<file path="config.mk">
export PLATFORM = sky130hd
export DESIGN_NAME = a3_sigmoid
export DESIGN_NICKNAME = d
export VERILOG_FILES = /design/src/rtl/ann_pkg.sv /design/src/rtl/plan_sigmoid_seg.sv /design/src/rtl/a3_sigmoid.sv
export SDC_FILE = /design/constraint.sdc
export NUM_CORES = 1
export LEC_CHECK = 0
export ABC_AREA = 1
export CORE_ASPECT_RATIO = 0.6
export CORE_MARGIN = 5
export CORE_UTILIZATION = 55
export CTS_BUF_LIST = sky130_fd_sc_hd__clkbuf_16
export DETAILED_ROUTE_END_ITERATION = 10
export PLACE_DENSITY = 0.81
export SETUP_SLACK_MARGIN = 0.4
export SLEW_MARGIN = 15
export SYNTH_ARGS = -nofsm -noshare
export SYNTH_HDL_FRONTEND = slang
export SYNTH_HIERARCHICAL = 1
export SYNTH_SLANG_ARGS = --single-unit
</file>
<file path="constraint.sdc">
create_clock -name clk -period 5.5 [get_ports clk]
set_input_delay 1.1 -clock clk [delete_from_list [all_inputs] [get_ports clk]]
set_output_delay 1.1 -clock clk [all_outputs]
set_load 0.01 [all_outputs]
</file>
<file path="src/rtl/ann_pkg.sv">
// ============================================================================
// ann_pkg : fixed-point formats and PLAN sigmoid breakpoints shared by the ANN
// Rev 1.0
// ============================================================================
`default_nettype none

package ann_pkg;

  localparam int Q44_W     = 8;
  localparam int Q44_FRAC  = 4;
  localparam int Q610_W    = 16;
  localparam int Q610_FRAC = 10;
  localparam int ABS_W     = Q44_W + 1;

  localparam logic [Q610_W-1:0] ONE_Q610 = 16'h0400;

  // Breakpoints on |x| in Q4.4: 1.0, 2.375, 5.0
  localparam logic [ABS_W-1:0] PLAN_BP1 = 9'd16;
  localparam logic [ABS_W-1:0] PLAN_BP2 = 9'd38;
  localparam logic [ABS_W-1:0] PLAN_BP3 = 9'd80;

  // Segment offsets in Q6.10: 0.5, 0.625, 0.84375
  localparam logic [Q610_W-1:0] PLAN_OFF0 = 16'h0200;
  localparam logic [Q610_W-1:0] PLAN_OFF1 = 16'h0280;
  localparam logic [Q610_W-1:0] PLAN_OFF2 = 16'h0360;

  typedef enum logic [1:0] {
    SEG_0   = 2'd0,
    SEG_1   = 2'd1,
    SEG_2   = 2'd2,
    SEG_SAT = 2'd3
  } plan_seg_t;

  function automatic plan_seg_t plan_seg(input logic [ABS_W-1:0] mag);
    if (mag < PLAN_BP1)      return SEG_0;
    else if (mag < PLAN_BP2) return SEG_1;
    else if (mag < PLAN_BP3) return SEG_2;
    else                     return SEG_SAT;
  endfunction

endpackage

`default_nettype wire

</file>
<file path="src/rtl/plan_sigmoid_seg.sv">
// ============================================================================
// plan_sigmoid_seg : combinational PLAN segment evaluation, (|x|, seg) -> y
// Rev 1.0
// ============================================================================
`default_nettype none

module plan_sigmoid_seg
  import ann_pkg::*;
(
  input  logic [ABS_W-1:0]  mag,
  input  plan_seg_t         seg,
  output logic [Q610_W-1:0] y
);

  logic [Q610_W-1:0] w_x;

  // Re-align Q4.4 magnitude onto the Q6.10 grid; every slope is then an exact right shift
  assign w_x = Q610_W'(mag) << (Q610_FRAC - Q44_FRAC);

  always_comb begin
    y = ONE_Q610;
    case (seg)
      SEG_0:   y = (w_x >> 2) + PLAN_OFF0;
      SEG_1:   y = (w_x >> 3) + PLAN_OFF1;
      SEG_2:   y = (w_x >> 5) + PLAN_OFF2;
      default: y = ONE_Q610;
    endcase
  end

endmodule

`default_nettype wire

</file>
<file path="src/rtl/a3_sigmoid.sv">
// ============================================================================
// a3_sigmoid : pipelined PLAN sigmoid with valid/ready and transfer counter.
// Optional macro A3_DERIV_EN adds a stage producing a3_deriv = a3*(1-a3).
// Rev 1.0
// ============================================================================
`default_nettype none

module a3_sigmoid
  import ann_pkg::*;
#(
  parameter int CNT_W = 16
) (
  input  logic              clk,
  input  logic              reset,
  input  logic [Q44_W-1:0]  z3,
  input  logic              in_valid,
  output logic              in_ready,
  output logic [Q610_W-1:0] a3,
  output logic              out_valid,
  input  logic              out_ready,
`ifdef A3_DERIV_EN
  output logic [Q610_W-1:0] a3_deriv,
`endif
  output logic [CNT_W-1:0]  sample_cnt
);

  logic                w_stall;
  logic                w_accept;
  logic [ABS_W-1:0]    w_z_ext;
  logic [ABS_W-1:0]    w_mag;
  logic [Q610_W-1:0]   w_y;
  logic [Q610_W-1:0]   w_a3_next;

  logic                r_s1_valid;
  logic                r_s1_neg;
  logic [ABS_W-1:0]    r_s1_mag;
  plan_seg_t           r_s1_seg;
  logic                r_out_valid;
  logic [Q610_W-1:0]   r_a3;
  logic [CNT_W-1:0]    r_cnt;

  // Only a valid output the consumer refuses blocks the pipe; bubbles keep moving
  assign w_stall  = r_out_valid && !out_ready;
  assign in_ready = !w_stall;
  assign w_accept = in_valid && in_ready;

  // 9-bit magnitude so that -8.0 (0x80) maps to +128 without overflow
  assign w_z_ext = {z3[Q44_W-1], z3};
  assign w_mag   = z3[Q44_W-1] ? (~w_z_ext + ABS_W'(1)) : w_z_ext;

  always_ff @(posedge clk or posedge reset) begin
    if (reset) begin
      r_s1_valid <= 1'b0;
      r_s1_neg   <= 1'b0;
      r_s1_mag   <= '0;
      r_s1_seg   <= SEG_0;
    end else if (!w_stall) begin
      r_s1_valid <= w_accept;
      r_s1_neg   <= z3[Q44_W-1];
      r_s1_mag   <= w_mag;
      r_s1_seg   <= plan_seg(w_mag);
    end
  end

  plan_sigmoid_seg u_seg (
    .mag (r_s1_mag),
    .seg (r_s1_seg),
    .y   (w_y)
  );

  assign w_a3_next = r_s1_neg ? (ONE_Q610 - w_y) : w_y;

`ifdef A3_DERIV_EN
  logic                r_s2_valid;
  logic [Q610_W-1:0]   r_s2_a3;
  logic [Q610_W-1:0]   r_deriv;
  logic [Q610_W-1:0]   w_one_minus;
  logic [2*Q610_W-1:0] w_prod;

  assign w_one_minus = ONE_Q610 - r_s2_a3;
  assign w_prod      = (2*Q610_W)'(r_s2_a3) * (2*Q610_W)'(w_one_minus);

  always_ff @(posedge clk or posedge reset) begin
    if (reset) begin
      r_s2_valid  <= 1'b0;
      r_s2_a3     <= '0;
      r_out_valid <= 1'b0;
      r_a3        <= '0;
      r_deriv     <= '0;
    end else if (!w_stall) begin
      r_s2_valid  <= r_s1_valid;
      r_s2_a3     <= w_a3_next;
      r_out_valid <= r_s2_valid;
      r_a3        <= r_s2_a3;
      r_deriv     <= Q610_W'(w_prod >> Q610_FRAC);
    end
  end

  assign a3_deriv = r_deriv;
`else
  always_ff @(posedge clk or posedge reset) begin
    if (reset) begin
      r_out_valid <= 1'b0;
      r_a3        <= '0;
    end else if (!w_stall) begin
      r_out_valid <= r_s1_valid;
      r_a3        <= w_a3_next;
    end
  end
`endif

  always_ff @(posedge clk or posedge reset) begin
    if (reset) begin
      r_cnt <= '0;
    end else if (r_out_valid && out_ready) begin
      r_cnt <= r_cnt + CNT_W'(1);
    end
  end

  assign out_valid  = r_out_valid;
  assign a3         = r_a3;
  assign sample_cnt = r_cnt;

endmodule

`default_nettype wire

</file>
==> metrics.md, run 1 <==
| Metric | Value |
|---|---|
| Status | `finished, final reports clean` |
| Hold_ws | `roughly 0.47 ns` |
| Final instance count without filler cells | `about 550` |
| Critical path, cell by cell | `clkdlybuf4s50_1 -> nor2_2 -> inv_2 -> clkdlybuf4s50_1` |
| Power per Cell Area | `about 370 nW/um2` |
| Synth cell types | `31` |
| Worst EP required | `~4.4 ns` |
| Clock network power share | `24.7%` |
| Worst path slowest cell | `clkdlybuf4s50_1` |
| DRT antenna net count | `0` |
| Routed vias/inst | `approximately 5.3` |
| CP Depth | `4` |
| Diodes inserted | `0` |
| Total grt overflow | `0` |
| TritonCTS Sinks | `46` |
| Tcrit/Tclk final | `roughly 70%` |
| Num CTS Buffers | `5` |
| Top cells by count, synth | `nand2_1 (138), inv_1 (55), nor2_1 (52)` |
| First-pass GRT wire length | `12.5 mm` |
| # rows | `21` |
| I/O Buffers | `45` |
| DRT Pass-1 Iters | `5` |
| Nets | `between 500 and 600` |
| IO Pins | `46` |
| Iteration-0 DRC Markers | `between 150 and 200` |
| Final min period | `3.84 ns` |
| Clk_skew | `about 0.005 ns` |
| Post-CTS Setup Inserts | `0` |
| Initial Utilization | `a little under three fifths` |
| Hold path depth | `2` |
| Psw | `497 uW` |
| Top delay family on crit path | `buffers and inverters` |
| Hold path endpoint | `out_valid` |
| Pint | `~860 uW` |
| Die Height | `around 68 um` |
| R2R Setup Slk | `roughly 3.3 ns` |
| Total wire length | `about 7.4 mm` |
| Most numerous cell in the Yosys netlist | `nand2_1` |
| Die ar. | `7170 um2` |
| EDFF count, synth | `0` |
| Area leader, netlist | `dfrtp_1` |
| Sequential Power Share | `roughly 37%` |
| Critical Path AT | `~2.7 ns` |
| Routed WL per cell | `13.3 um` |
| Largest cells by area after synthesis | `dfrtp_1 (38%), nand2_1 (17%), inv_1 (6.8%), nor2_1 (6.4%), nand3_1 (5.4%)` |
| Largest net degree at the start of global routing | `47` |
| Pre-CTS WS | `between 1.5 and 2 ns` |
| Worst Reg-to-Reg Cells | `14` |
| CTS tree | `yes` |
| Core area | `5470 um2` |
| HPWL after DPL | `5.30 mm` |
| DRC viols | `0` |
| Min-delay src | `r_s1_valid` |
| Reg clk slew, reported paths | `around 0.06 ns` |
| Final Hold Vio Count | `0` |
| Post-Synthesis Cells | `between 400 and 500` |
| CP Max Fanout | `31` |
| Yosys reg bits | `46` |
| Fmax | `about 260 MHz` |
| Worst Setup Path Type | `input port to output port` |
| CTS resizes | `0` |
| Peak VDD IR | `~0.00022 V` |
| WP buf/inv | `3` |
| Post-route worst setup slack | `1.66 ns` |
| Max-slew violation count | `0` |
| FILL cells | `roughly 500` |
| CP peak stage delay | `0.64 ns` |
| Crit end category | `output port` |
| Max Cap Violations | `0` |
| Combinational group share of total power | `a little under two fifths` |
| FF+latch area | `1150 um2` |
| Setup TNS | `0 ns` |
| Cell mode on critical path | `clkdlybuf4s50_1` |
| Critical Path Source | `out_ready` |
| Placed insts | `around 550` |
| Htree depth | `2` |
| RSZ-0062 raised after global routing | `false` |
| Asr flop ratio synth | `100%` |
| Switching Share | `36.7%` |
| Multi-input logic area | `1620 um2` |
| # setup viols final | `0` |
| Layout cells sized above 1 | `between 6 and 7%` |
| Post-Syn Area per Cell | `approximately 6.9 um2` |
| All-Layer GR Usage | `between 20 and 25%` |
| Slew HR | `a little over a third` |
| Synth Warn # | `6` |
| Worst-Skew Late Latency | `~0.29 ns` |
| Area Overhead vs Synth | `21.2%` |
| Routability cong. | `0.871` |
| Mapped Area | `around 3000 um2` |
| CTS Root Cell | `clkbuf_16` |
| Post-synthesis sequential area ratio | `37.8%` |
| Worst-Margin Slew | `between 0.9 and 1 ns` |
| Leakage power | `~1.8 nW` |
| Worst r2r src | `r_s1_mag[5]` |
| Max Root-Sink Buffers | `2` |
| Cts hold-fix bufs | `0` |
| Area share of the largest cell type after synthesis | `between 30% and 40%` |
| DR vias | `between 2k and 3k` |
| Vias in the first global route | `roughly 2.7k` |
| Antenna violations before repair | `0` |
| FF-to-FF End | `a3[14]` |
| Worst min path class | `register to register` |
| CP Launch Type | `input port` |
| DIE WIDTH | `between 100 and 150 um` |
| Post-synth top flop | `dfrtp_1` |
area by class of cell:
type / instances / share of cell area (%)
repair buffers: 46 / 12.4
well taps: 69 / 2.34
clock buffers: 5 / 3.39
flip-flops and latches: 46 / 31.2
clock inverters: 2 / 0.916
multi-input cells: 326 / 43.8
inverters: 58 / 5.90
power by group through the flow:
| stage | Combinational [mW] | Sequential [mW] | Clock, mW |
|---|---|---|---|
| 3_5_place_dp | 0.510 | 0.505 | 0 |
| 6_report | 0.518 | 0.502 | 0.334 |
| 4_1_cts | 0.517 | 0.502 | 0.336 |
| 5_1_grt | 0.576 | 0.515 | 0.350 |
| 3_3_place_gp | 0.497 | 0.502 | 0 |
| 2_1_floorplan | 0.277 | 0.521 | 0 |
registers in the layout (all words and copies together) (netlist names):
signal,count
a3,16
out_valid,1
r_s1_mag,9
r_s1_neg,1
r_s1_seg,2
r_s1_valid,1
sample_cnt,16
placed cells by master (no fill, tap or decap), drive strengths merged:
| master | instances |
|---|---|
| inv | 58 |
| a21oi | 11 |
| conb | 3 |
| buf | 1 |
| nor3 | 8 |
| nand3b | 3 |
| or2 | 1 |
| clkdlybuf4s50 | 45 |
| dfrtp | 46 |
| bufinv | 1 |
| clkinv | 1 |
| o21ai | 24 |
| nor2 | 58 |
| clkbuf | 5 |
| nand2 | 144 |
| nand3 | 36 |
| ha | 9 |
| xnor2 | 5 |
| nand4 | 8 |
| xor2 | 8 |
| a31oi | 3 |
| o211ai | 4 |
| o22ai | 1 |
layer usage:
layer	track usage [%]	routed length [um]	part of all wire [%]
met5	0	0	0
met4	5.98	78	1.1
met3	4.20	585	8.0
met1	31.5	3600	49
met2	34.2	3090	42
worst min-delay path: cells and delay by family, from the launching register on:
kind | cells | cell delay, ns
AND/OR/NAND/NOR | 1 | 0.06
buffers and inverters | 1 | 0.05
flip-flops | 1 | 0.33
stage by stage:
stage	instance area, um2	utilization (%)	total power [mW]
6_report	3690	67.5	1.35
5_1_grt	3690	67.5	1.44
4_1_cts	3690	67.5	1.36
3_5_place_dp	3530	64.6	1.01
3_3_place_gp	3530	64.6	0.999
2_1_floorplan	3050	-	0.798
worst max path at each step:
| stage | end | slack, ns |
|---|---|---|
| 3_5_place_dp | in_ready | 1.66 |
| 5_1_grt | in_ready | 1.58 |
| 6_report | in_ready | 1.66 |
| 3_3_place_gp | in_ready | 1.68 |
| 4_1_cts | in_ready | 1.65 |
| 2_1_floorplan | in_ready | 2.95 |
logic make-up (layout without fill, tap and decap cells):
family | after synthesis | count (layout) | share of synthesized area, %
compound gates | 43 | 43 | 7.57
xor+xnor | 13 | 13 | 3.74
fa+ha+maj | 9 | 9 | 3.70
buf+inv | 70 | 111 | 9.42
flops | 46 | 46 | 37.8
other cells | 1 | 3 | 0.123
simple gates | 258 | 258 | 37.6
(Power assumes the default switching activity.)
==> run 2, diff against run 1 <==
Settings changed: CORE_UTILIZATION 55 to 49, PLACE_DENSITY 0.81 to 0.76.
Clock period 5.5 ns to 3.08 ns, I/O delays scaled along.
==> run 2 against run 1 <==
  * Die area rose by 11%
  * Largest cell class unchanged
  * Worst hold slack lost 0.019 ns
  * Count of clock-buffer cells in the layout did not move
  * Worst setup slack worse by 1.1 ns
  * Final area up 0.44%
  * Sequential power rose by 78%
  * Total power increased by 74%
==> metrics.md, run 2 (synthesis results as in run 1) <==
| Metric | Value |
|---|---|
| Worst Reg-to-Reg Cells | `14 (unchanged)` |
| Tcrit/Tclk final | `81.3%` |
| Total wire length | `7.52 mm (+2.2%)` |
| DRC viols | `0 (unchanged)` |
| Multi-input logic area | `1620 um2 (unchanged)` |
| Die ar. | `7940 um2 (+11%)` |
| TritonCTS Sinks | `46 (unchanged)` |
| Most frequent cells in the layout | `nand2_1 (138), inv_1 (54), nor2_1 (51)` |
| Critical Path Source | `out_ready` |
| Worst-Skew Late Latency | `0.29 ns (about the same)` |
| CP Depth | `4 (unchanged)` |
| Worst r2r src | `r_s1_mag[5]` |
| CP Max Fanout | `2 (-94%)` |
| Cts hold-fix bufs | `0 (unchanged)` |
| Worst-Margin Slew | `0.523 ns (-0.434 ns)` |
| FF-to-FF End | `a3[14]` |
| Diodes inserted | `0 (unchanged)` |
| Worst path slowest cell | `clkdlybuf4s50_1` |
| All-Layer GR Usage | `19.2% (-2.7 points)` |
| CP peak stage delay | `0.48 ns (-0.16 ns)` |
| Htree depth | `2 (unchanged)` |
| Min-delay src | `r_s1_valid` |
| Worst EP required | `2.46 ns (-1.94 ns)` |
| Antenna violations before repair | `0 (unchanged)` |
| DR vias | `2906 (-0.069%)` |
| Routed WL per cell | `13.2 um (-0.99%)` |
| Setup TNS | `0 ns (unchanged)` |
| Die Height | `71.0 um (+5.1%)` |
| First-pass GRT wire length | `12.4 mm (-0.61%)` |
| Hold path depth | `2 (unchanged)` |
| Area Overhead vs Synth | `21.7%` |
| Hold_ws | `0.452 ns (-0.0190 ns)` |
| End of the critical path | `in_ready` |
| Reg clk slew, reported paths | `0.06 ns (about the same)` |
| Top delay family on crit path | `buffers and inverters` |
| DRT Pass-1 Iters | `4 (-1)` |
| RSZ-0062 raised after global routing | `false` |
| Vias in the first global route | `2605 (-4.7%)` |
| Routability cong. | `0.867 (-0.50%)` |
| FILL cells | `560 (+11%)` |
| Max-slew violation count | `0 (unchanged)` |
| Core Util, Final | `60.9% (-6.6 points)` |
| Critical path, cell by cell | `clkdlybuf4s50_1 -> nor2_2 -> inv_2 -> clkdlybuf4s50_1` |
| # setup viols final | `0 (unchanged)` |
| Status | `finished, final reports clean` |
| Worst Setup Path Type | `input port to output port` |
| Iteration-0 DRC Markers | `197 (+25%)` |
| Commonest non-fill, non-tap cell in the layout | `nand2_1` |
| CTS resizes | `0 (unchanged)` |
| CP Launch Type | `input port` |
| Layout cells sized above 1 | `7.00% (+0.37 points)` |
| # rows | `22 (+4.8%)` |
| R2R Setup Slk | `0.90 ns (-2.42 ns)` |
| Post-CTS Setup Inserts | `0 (unchanged)` |
| Final Hold Vio Count | `0 (unchanged)` |
| Num CTS Buffers | `5 (unchanged)` |
| Slew HR | `65.1% (+29 points)` |
| CTS tree | `yes` |
| CTS Root Cell | `clkbuf_16` |
| Max Root-Sink Buffers | `2 (unchanged)` |
| Final min period | `~2.5 ns` |
| Design Power | `2.35 mW (+74%)` |
| WP buf/inv | `3 (unchanged)` |
| Core area | `6080 um2 (+11%)` |
| Initial Utilization | `50.0% (-5.7 points)` |
| Max Cap Violations | `0 (unchanged)` |
| I/O Buffers | `45 (unchanged)` |
| Total grt overflow | `0 (unchanged)` |
| Cell mode on critical path | `clkdlybuf4s50_1` |
| Fmax | `approximately 400 MHz` |
| HPWL after DPL | `5.73 mm (+8.2%)` |
| IO Pins | `46 (unchanged)` |
| Critical Path AT | `1.89 ns (-0.85 ns)` |
| Crit end category | `output port` |
| Power per Cell Area | `635 nW/um2 (+73%)` |
| DIE WIDTH | `112 um (+5.4%)` |
| Worst min path class | `register to register` |
| Nets | `506 (+0.40%)` |
| Leakage power | `1.81 nW (about the same)` |
| DRT antenna net count | `0 (unchanged)` |
| Peak VDD IR | `0.000395 V (+80%)` |
| Routed vias/inst | `5.10 (-3.2%)` |
| Clk_skew | `0.00292 ns (-0.00216 ns)` |
| Largest net degree at the start of global routing | `31 (-34%)` |
| FF+latch area | `1150 um2 (unchanged)` |
==> run 2: per-layer routing <==
metal / wire length, um / track usage [%]
met4: 44 / 4.05
met1: 3890 / 29.4
met2: 3090 / 27.4
met3: 502 / 4.70
met5: 0 / 0
==> run 2: how the worst min path moves through the flow <==
stage and to:
2_1_floorplan out_valid, 3_3_place_gp out_valid, 3_5_place_dp out_valid, 4_1_cts out_valid, 5_1_grt out_valid, 6_report out_valid
==> run 2: cell type report <==
type                    instances  share of cell area (%)
multi-input cells             326                    43.6
flip-flops and latches         46                    31.1
repair buffers                 48                    12.8
inverters                      58                    5.88
clock buffers                   5                    3.38
well taps                      84                    2.84
clock inverters                 3                   0.439
==> run 2: power by group <==
part | internal, mW | switching (mW)
Combinational | 0.413 | 0.513
Clock | 0.297 | 0.231
Sequential | 0.744 | 0.152
==> run 2: through the flow <==
| step | std cells | cell area (um2) | worst slack (ns) |
|---|---|---|---|
| 6_report | 570 | 3700 | 0.575 |
| 5_1_grt | 570 | 3700 | 0.536 |
| 4_1_cts | 570 | 3700 | 0.560 |
| 3_5_place_dp | 562 | 3560 | 0.560 |
| 3_3_place_gp | 562 | 3560 | 0.564 |
| 2_1_floorplan | 442 | 3050 | 1.31 |
==> run 2: tightest hold or removal path, cell delays in order (launching register included) <==
cell,delay [ns]
dfrtp_1,0.32
inv_1,0.04
nand2_1,0.05
==> run 3, diff against run 2 <==
Clock period 3.08 ns to 2.1 ns, I/O delays scaled along.
==> run 3 against run 2 <==
  * Critical path depth grew 9
  * Utilization grew 9.8 points
  * Non-clock buffer count grew 39
  * Count of clock-buffer cells in the layout is the same
  * Largest power group unchanged
  * Clock power grew 68%
  * Sequential power grew 43%
==> metrics.md, run 3 (synthesis results as in run 1) <==
| Metric | Value |
|---|---|
| Iteration-0 DRC Markers | `260 (+32%)` |
| HPWL after DPL | `5.87 mm (+2.4%)` |
| Cell mode on critical path | `nand2_1` |
| Pre-CTS WS | `0.0138 ns (-0.546 ns)` |
| Layout cells sized above 1 | `24.2% (+17 points)` |
| CP peak stage delay | `0.47 ns (about the same)` |
| # rows | `22 (unchanged)` |
| Routed WL per cell | `14.6 um (+11%)` |
| I/O Buffers | `45 (unchanged)` |
| # setup viols final | `0 (unchanged)` |
| Worst min path class | `input port to async pin` |
| Total wire length | `8.90 mm (+18%)` |
| Routed vias/inst | `5.27 (+3.3%)` |
| Multi-input logic area | `1840 um2 (+14%)` |
| FF+latch area | `1160 um2 (+0.54%)` |
| All-Layer GR Usage | `22.2% (+2.9 points)` |
| IO Pins | `46 (unchanged)` |
| DP Area | `3600 um2 (+1.2%)` |
| Htree depth | `2 (unchanged)` |
| Vias in the first global route | `2960 (+14%)` |
| Commonest non-fill, non-tap cell in the layout | `nand2_1` |
| DR vias | `3208 (+10%)` |
| Worst Setup Path Type | `register to register` |
| CTS Root Cell | `clkbuf_16` |
| Crit end category | `register` |
| DRC viols | `0 (unchanged)` |
| Status | `finished, final reports clean` |
| Max-slew violation count | `0 (unchanged)` |
| Die Height | `71.0 um (unchanged)` |
| Design Power | `4.06 mW (+73%)` |
| Max Root-Sink Buffers | `2 (unchanged)` |
| RSZ-0062 raised after global routing | `true` |
| Area Overhead vs Synth | `41.4%` |
| Worst Reg-to-Reg Cells | `13 (-1)` |
| Post-route worst setup slack | `0.130 ns (-0.445 ns)` |
| DIE WIDTH | `112 um (unchanged)` |
| Hold_ws | `0.446 ns (-0.00601 ns)` |
| WP buf/inv | `3 (unchanged)` |
| Slew HR | `64.7% (-0.34 points)` |
| Final instance count without filler cells | `609 (+6.8%)` |
| DRT Pass-1 Iters | `5 (+1)` |
| Power per Cell Area | `944 nW/um2 (+49%)` |
| Routability cong. | `0.864 (-0.32%)` |
| FF-to-FF End | `a3[10]` |
| Worst EP required | `2.27 ns (-0.19 ns)` |
| First-pass GRT wire length | `14.2 mm (+14%)` |
| Die ar. | `7940 um2 (unchanged)` |
| DRT antenna net count | `0 (unchanged)` |
| R2R Setup Slk | `0.13 ns (-0.77 ns)` |
| Initial Utilization | `50.0% (unchanged)` |
| CP Max Fanout | `6 (+4)` |
| Clk_skew | `0.00300 ns (+0.0000801 ns)` |
| Total grt overflow | `0 (unchanged)` |
| Nets | `545 (+7.7%)` |
| Reg clk slew, reported paths | `0.06 ns (about the same)` |
| Final Hold Vio Count | `0 (unchanged)` |
| Final min period | `between 1.5 and 2 ns` |
| Diodes inserted | `0 (unchanged)` |
| Fmax | `508 MHz` |
| Core area | `6080 um2 (unchanged)` |
| Largest net degree at the start of global routing | `31 (unchanged)` |
| Tcrit/Tclk final | `93.8%` |
| Worst-Margin Slew | `0.528 ns (+0.00497 ns)` |
| Core Util, Final | `70.7% (+9.8 points)` |
| Antenna violations before repair | `0 (unchanged)` |
| Num CTS Buffers | `5 (unchanged)` |
| FILL cells | `468 (-16%)` |
| Max Cap Violations | `0 (unchanged)` |
| Leakage power | `2.13 nW (+18%)` |
| Most frequent cells in the layout | `nand2_1 (126), inv_1 (47), nor2_1 (46)` |
| TritonCTS Sinks | `46 (unchanged)` |
| Worst-Skew Late Latency | `0.29 ns (about the same)` |
| Design area | `4300 um2 (+16%)` |
| CP Launch Type | `register` |
| Worst r2r src | `r_s1_mag[5]` |
| Placed insts | `565 (+0.53%)` |
| Worst path slowest cell | `dfrtp_2` |
| Top delay family on crit path | `simple AND/OR/NAND/NOR gates` |
| Peak VDD IR | `0.000500 V (+27%)` |
| Critical Path AT | `2.14 ns (+0.25 ns)` |
| CTS tree | `yes` |
| Critical path, cell by cell | `inv_4 -> ha_4 -> inv_2 -> nand2_4 -> nand3_2 -> o211ai_1 -> nor2_1 -> nand2_1 -> nor2_4 -> buf_6 -> nand4_1 -> nand3_1 -> nand2_1` |
| Setup TNS | `0 ns (unchanged)` |
## run 3: where the power goes
| part | internal (mW) | switching [mW] | total, mW |
|---|---|---|---|
| Sequential | 1.10 | 0.185 | 1.28 |
| Combinational | 0.893 | 1.00 | 1.89 |
| Clock | 0.553 | 0.332 | 0.885 |
| Total | 2.54 | 1.52 | 4.06 |
## run 3: area by class of cell
class / count / area share [%]
multi-input cells: 326 / 42.7
flip-flops and latches: 46 / 26.9
repair buffers: 87 / 19.0
inverters: 58 / 5.18
clock buffers: 5 / 2.91
well taps: 84 / 2.44
clock inverters: 3 / 0.873
## run 3: how the worst max path moves through the flow
stage / from / endpoint / slack, ns / cells past startpoint
2_1_floorplan: r_s1_mag[4] / a3[14] / 0.39 / 14
3_3_place_gp: out_ready / in_ready / 0.03 / 4
3_5_place_dp: out_ready / in_ready / 0.01 / 4
4_1_cts: r_s1_mag[6] / a3[12] / 0.29 / 14
5_1_grt: r_s1_mag[5] / a3[10] / 0.08 / 14
6_report: r_s1_mag[5] / a3[10] / 0.13 / 13
## run 3: layer usage
metal  share of wire (%)  GRT usage (%)
met5                   0              0
met4                 2.7           6.88
met3                 7.1           4.62
met2                  45           33.7
met1                  46           31.8
## run 3: what timing repair did
action	in CTS	in global routing
buffers inserted	27	9
resized for setup	53	29
endpoints found under the setup margin	17	23
hold endpoints to repair	0	0
hold buffers	0	0
pin swaps	31	12
